===== src/rtl/imem_loader.sv =====
// Boot-time instruction-memory loader: takes a 16-bit little-endian word count, then
// little-endian 32-bit words, and writes them out. The core is held in reset until the load ends.
module imem_loader #(
  parameter logic [15:0] BASE_ADDR = 16'h0000,
  parameter int unsigned MAX_WORDS = 1024
) (
  input  logic        clk,
  input  logic        reset,
  input  logic        start,
  input  logic        byte_valid,
  input  logic [7:0]  byte_data,
  output logic        byte_ready,
  output logic        we,
  output logic [15:0] waddr,
  output logic [31:0] wdata,
  output logic        cpu_hold,
  output logic        done,
  output logic        err
);

  typedef enum logic [2:0] {
    S_IDLE,
    S_LEN_LO,
    S_LEN_HI,
    S_DATA,
    S_WRITE,
    S_DONE
  } state_t;

  localparam logic [16:0] MAX_W = 17'(MAX_WORDS);

  state_t      state_q, state_d;
  logic [7:0]  cnt_lo_q, cnt_lo_d;
  logic [15:0] words_left_q, words_left_d;
  logic [1:0]  byte_idx_q, byte_idx_d;
  logic [15:0] waddr_q, waddr_d;
  logic [31:0] wdata_q, wdata_d;
  logic        err_q, err_d;
  logic        xfer;
  logic [15:0] full_cnt;

  always_ff @(posedge clk or posedge reset) begin
    if (reset) begin
      state_q      <= S_IDLE;
      cnt_lo_q     <= '0;
      words_left_q <= '0;
      byte_idx_q   <= '0;
      waddr_q      <= BASE_ADDR;
      wdata_q      <= '0;
      err_q        <= 1'b0;
    end else begin
      state_q      <= state_d;
      cnt_lo_q     <= cnt_lo_d;
      words_left_q <= words_left_d;
      byte_idx_q   <= byte_idx_d;
      waddr_q      <= waddr_d;
      wdata_q      <= wdata_d;
      err_q        <= err_d;
    end
  end

  // byte_ready depends only on registered state, so xfer has no path back to outputs.
  assign byte_ready = (state_q == S_LEN_LO) || (state_q == S_LEN_HI) || (state_q == S_DATA);
  assign xfer       = byte_valid && byte_ready;
  assign full_cnt   = {byte_data, cnt_lo_q};

  always_comb begin
    state_d      = state_q;
    cnt_lo_d     = cnt_lo_q;
    words_left_d = words_left_q;
    byte_idx_d   = byte_idx_q;
    waddr_d      = waddr_q;
    wdata_d      = wdata_q;
    err_d        = err_q;
    unique case (state_q)
      S_IDLE, S_DONE: begin
        if (start) begin
          state_d = S_LEN_LO;
          waddr_d = BASE_ADDR;
          err_d   = 1'b0;
        end
      end
      S_LEN_LO: begin
        if (xfer) begin
          cnt_lo_d = byte_data;
          state_d  = S_LEN_HI;
        end
      end
      S_LEN_HI: begin
        if (xfer) begin
          if (full_cnt == '0) begin
            state_d = S_DONE;
          end else if ({1'b0, full_cnt} > MAX_W) begin
            state_d = S_DONE;
            err_d   = 1'b1;
          end else begin
            state_d      = S_DATA;
            words_left_d = full_cnt;
            byte_idx_d   = '0;
          end
        end
      end
      S_DATA: begin
        if (xfer) begin
          wdata_d[8*byte_idx_q +: 8] = byte_data;
          byte_idx_d = byte_idx_q + 2'd1;
          if (byte_idx_q == 2'd3) state_d = S_WRITE;
        end
      end
      S_WRITE: begin
        waddr_d      = waddr_q + 16'd4;
        words_left_d = words_left_q - 16'd1;
        state_d      = (words_left_q == 16'd1) ? S_DONE : S_DATA;
      end
      default: state_d = S_IDLE;
    endcase
  end

  assign we       = (state_q == S_WRITE);
  assign done     = (state_q == S_DONE);
  assign cpu_hold = !((state_q == S_DONE) && !err_q);
  assign err      = err_q;
  assign waddr    = waddr_q;
  assign wdata    = wdata_q;

endmodule


===== config.mk =====
export PLATFORM = sky130hd
export DESIGN_NAME = imem_loader
export DESIGN_NICKNAME = d
export VERILOG_FILES = /design/src/rtl/imem_loader.sv
export SDC_FILE = /design/constraint.sdc
export NUM_CORES = 1
export LEC_CHECK = 0
export ABC_AREA = 1
export BUFFER_PORTS_ARGS = -buffer_cell sky130_fd_sc_hd__buf_2
export CORE_UTILIZATION = 60
export DETAILED_ROUTE_END_ITERATION = 16
export HOLD_SLACK_MARGIN = 0.05
export PLACE_DENSITY = 0.84
export RECOVER_POWER = 50
export SLEW_MARGIN = 20
export SYNTH_ARGS = -nofsm -noshare
export SYNTH_HDL_FRONTEND = slang
export SYNTH_SLANG_ARGS = --single-unit

===== constraint.sdc =====
create_clock -name clk -period 7.2 [get_ports clk]
set_input_delay 1.44 -clock clk [delete_from_list [all_inputs] [get_ports clk]]
set_output_delay 1.44 -clock clk [all_outputs]
set_load 0.005 [all_outputs]

==> results.txt <==
----------------------------------------------------
[Place]
  Number of cells in the design after placement ... 690
  HPWL after detailed placement ... 6.81 mm
  Buffers on Ports ... 62
  Weighted congestion at the end of routability-driven global placement ... between 0.9 and 1
  Placed Area ... 0.00459 mm²

[Worst setup path]
  Depth of the critical timing path with buffers and inverters included ... 4
  Most common cell type on the critical path ... inv_2
  Worst R2R Start ... state_q[2]
  Reg2reg path depth ... 6
  Top cell family by delay on the critical path ... buffers and inverters
  Critical path endpoint category ... output pin
  Register-to-Register Setup Slack ... around 4.7 ns
  Cell breakdown of the critical path ... inv_2, nand3_4, inv_2, buf_2
  Required time reported for the critical path endpoint ... 5.76 ns
  Capture point of the worst reg-to-reg path ... wdata[3]
  Kind of start point of the critical path ... flop
  Worst Path Class, Setup ... reg -> out
  Crit path buffers/inverters ... 3
  Crit Path Max Fanout ... 25
  Worst-path cell with the longest stage delay ... dfrtp_1
  Endpoint arrival time on the critical path ... between 1.5 and 2 ns
  Largest stage delay on the critical path ... roughly 0.46 ns

[Hold path]
  Startpoint of the tightest hold check path ... wdata[25]
  Endpoint of the worst hold-timing path ... wdata[25]
  Class of the tightest hold or removal check ... reg -> reg
  Hold Path Cell Cnt ... 2

[Clocking]
  Number of buffers created by CTS ... 9
  Number of setup buffers added after CTS ... 0
  Clock tree buffer depth ... 2
  CTS H-tree lvls ... 3
  CTS sink count ... 76
  CTS Hold Bufs ... 0
  TritonCTS clock tree ... built
  Clock Tree Root ... clkbuf_8
  Clock input transition at the sequential cells of the worst setup and hold paths ... 0.09 ns
  Worst skew pair latency ... roughly 0.35 ns
  Post-cts repair resize count ... 0

[Floorplan]
  Floorplan die area ... 0.00744 mm²
  Effective utilization at floorplan ... 62.4%
  Number of placed I/O pins ... 65
  Area inside the core boundary ... between 0.006 and 0.007 mm²
  Std-Cell Rows ... 30
  Width of the die ... 86.3 µm
  Die Y ... 86.3 µm

[Final layout]
  Share of final-layout standard cells stronger than drive strength 1 ... 17.7%
  Number of nets in the finished design ... 626
  Antenna cell count ... 0
  Post-route cell area ... 0.00472 mm²
  Growth of design area from synthesis to finish ... 10.7%
  Filler instances ... 582
  Final cell utilization of the core ... between 60% and 70%
  Post-layout instance count excluding filler cells ... 706

[Synth]
  Synthesized flop and latch total ... 76
  Avg Cell Area, Syn ... just under 8 µm²
  Sequential area share after synthesis ... between 40% and 50%
  Netlist area before placement ... 0.00426 mm²
  Synth Warn # ... 0
  Gate count after technology mapping ... 544
  Number of distinct library cells after synthesis ... 41

[Timing]
  Worst clock skew on the final layout ... just under 0.008 ns
  Max-slew violation count ... 0
  Minimum clock period after layout ... 3.24 ns
  Sum of negative setup slack ... 0 ns
  Fin crit share ... between 40 and 50%
  Maximum clock frequency ... 309 MHz
  RSZ-0062 raised after global routing ... false
  Setup-failing EPs final ... 0
  Slew Limit Headroom ... 32.0%
  Slew of the pin with the lowest slew margin ... 1.02 ns
  Number of failing hold endpoints at the final stage ... 0

[Power and ir drop]
  Sw power ... 0.730 mW
  Switch share ... 44.6%
  Share of total power in the clock network ... 18.7%
  Leak pwr ... 2.54 nW
  Pwr Total ... 1.64 mW
  Sequential power share ... 40.0%
  Power Dens Cells ... 347 mW/mm²
  Comb pwr share ... 41.3%
  Power Internal ... 0.905 mW
  Peak ir drop on the vdd network ... approximately 0.00018 V

[Detailed routing]
  Number of detailed-routing iterations run before antenna repair ... 5
  DRC errors left ... 0
  Number of vias after detailed routing ... 3805
  Number of vias per cell after detailed routing ... 5.39
  Routed WL ... 9.56 mm
  Number of violations reported at the end of detailed-routing iteration 0 ... 246
  Number of nets with antenna violations after detailed routing ... 0
  Routed WL per cell ... 13.5 µm

[Job]
  Number of max-cap violations ... 0

[Global route]
  Global-route usage over all layers ... 27.6%
  Antenna violations before repair ... 0
  Remaining global-route overflow ... 0
  Number of global-route vias before repair ... 3589
  Pin count of the biggest net entering global routing ... slightly below 80
  Wire length of the first global-routing pass ... 16.2 mm

[Run status]
  Status ... completed

----------------------------------------------------
==> routing by layer <==
| layer | track usage [%] | share of wire, % | wire length, µm |
|---|---|---|---|
| met5 | 0 | 0 | 0 |
| met4 | 10.6 | 2.1 | 198 |
| met3 | 4.67 | 4.8 | 455 |
| met2 | 45.7 | 48 | 4580 |
| met1 | 36.5 | 45 | 4330 |
==> how the worst max path moves through the flow <==
stage | from | endpoint | slack, ns
after floorplan | reset | byte_idx_q[0] | 3.82
after global placement | byte_data[7] | words_left_q[6] | 4.25
after detailed placement | byte_data[7] | words_left_q[6] | 4.13
after CTS | state_q[0] | we | 3.92
after global routing | state_q[0] | we | 3.80
final | state_q[0] | we | 3.96
==> stage by stage <==
| step | worst slack, ns | hold slack (ns) |
|---|---|---|
| after CTS | 3.92 | 0.512 |
| final | 3.96 | 0.507 |
| after global placement | 4.25 | 0.487 |
| after detailed placement | 4.13 | 0.489 |
| after global routing | 3.80 | 0.547 |
| after floorplan | 3.82 | 0.464 |
==> worst reg2reg max path: stages, from the launching register on <==
cell	delay [ns]
dfrtp_1	0.48
clkinv_2	0.11
nand2_4	0.08
nor2_8	0.11
nand2_1	0.45
nor2_1	0.98
a21oi_1	0.16
==> Yosys cell counts, drive strengths merged <==
library cell | n | area share, %
ha | 9 | 2.6
mux2i | 3 | 0.70
nand2 | 163 | 15
o21ai | 60 | 7.8
nand3 | 50 | 6.4
o21a | 1 | 0.18
xor2 | 8 | 1.6
dfrtp | 76 | 45
o22ai | 2 | 0.29
mux2 | 3 | 0.79
o31ai | 1 | 0.18
o32ai | 1 | 0.21
xnor2 | 1 | 0.21
clkinv | 1 | 0.12
conb | 1 | 0.088
clkbuf | 3 | 0.32
inv | 52 | 4.6
nand3b | 1 | 0.18
a21oi | 12 | 1.6
nor2 | 73 | 8.4
buf | 11 | 2.3
nor3 | 6 | 0.82
nand4 | 4 | 0.59
nor3b | 1 | 0.29
a31oi | 1 | 0.15
==> placed cells by master, fill, tap and decap left out, types with 2 or more instances in the layout <==
cell and instances:
nand2_1 162, dfrtp_1 76, nor2_1 66, buf_2 60, inv_1 49, o21ai_0 48
nand3_1 47, a21oi_1 10, clkbuf_8 10, o21ai_2 9, ha_1 9, xor2_1 8
nor3_1 5, nand4_1 4, nor2_2 4, inv_2 3, mux2_2 3, o21ai_1 3
mux2i_1 3, clkinv_4 3, clkinv_2 2, nor2_4 2, nand3_2 2, o22ai_1 2
a21oi_2 2, conb_1 2, clkbuf_1 2
==> flip-flops by register name (all words and copies together), names as in the netlist <==
signal        count
wdata            32
words_left_q     16
waddr            14
cnt_lo_q          8
state_q           3
byte_idx_q        2
err               1
==> logic make-up (layout without fill, tap and decap cells) <==
kind of cell	Yosys count	after routing	synth area share, %
other	1	2	0.0880
xor gates and xnor gates	9	9	1.85
buffers and inverters	67	132	7.31
AOI/OAI and AO/OA	78	78	10.4
DFF	76	76	44.6
muxes	6	6	1.50
adders and majority gates	9	9	2.64
and+or+nand+nor	298	298	31.6
==> power groups by stage <==
stage,clock (mW),sequential [mW],combinational (mW)
2_1_floorplan,0,0.628,0.547
3_3_place_gp,0,0.654,0.666
3_5_place_dp,0,0.658,0.691
4_1_cts,0.308,0.653,0.697
5_1_grt,0.330,0.672,0.766
6_report,0.305,0.655,0.676
==> layout make-up <==
| class | count | area [µm²] | area share [%] |
|---|---|---|---|
| Multi-Input combinational cell | 402 | 1990 | 42.3 |
| Sequential cell | 76 | 1900 | 40.3 |
| Timing Repair Buffer | 63 | 315 | 6.68 |
| Inverter | 53 | 200 | 4.24 |
| Clock buffer | 10 | 138 | 2.92 |
| Tap cell | 96 | 120 | 2.55 |
| Clock inverter | 6 | 47.5 | 1.01 |
Power figures use the tool's default switching activity.
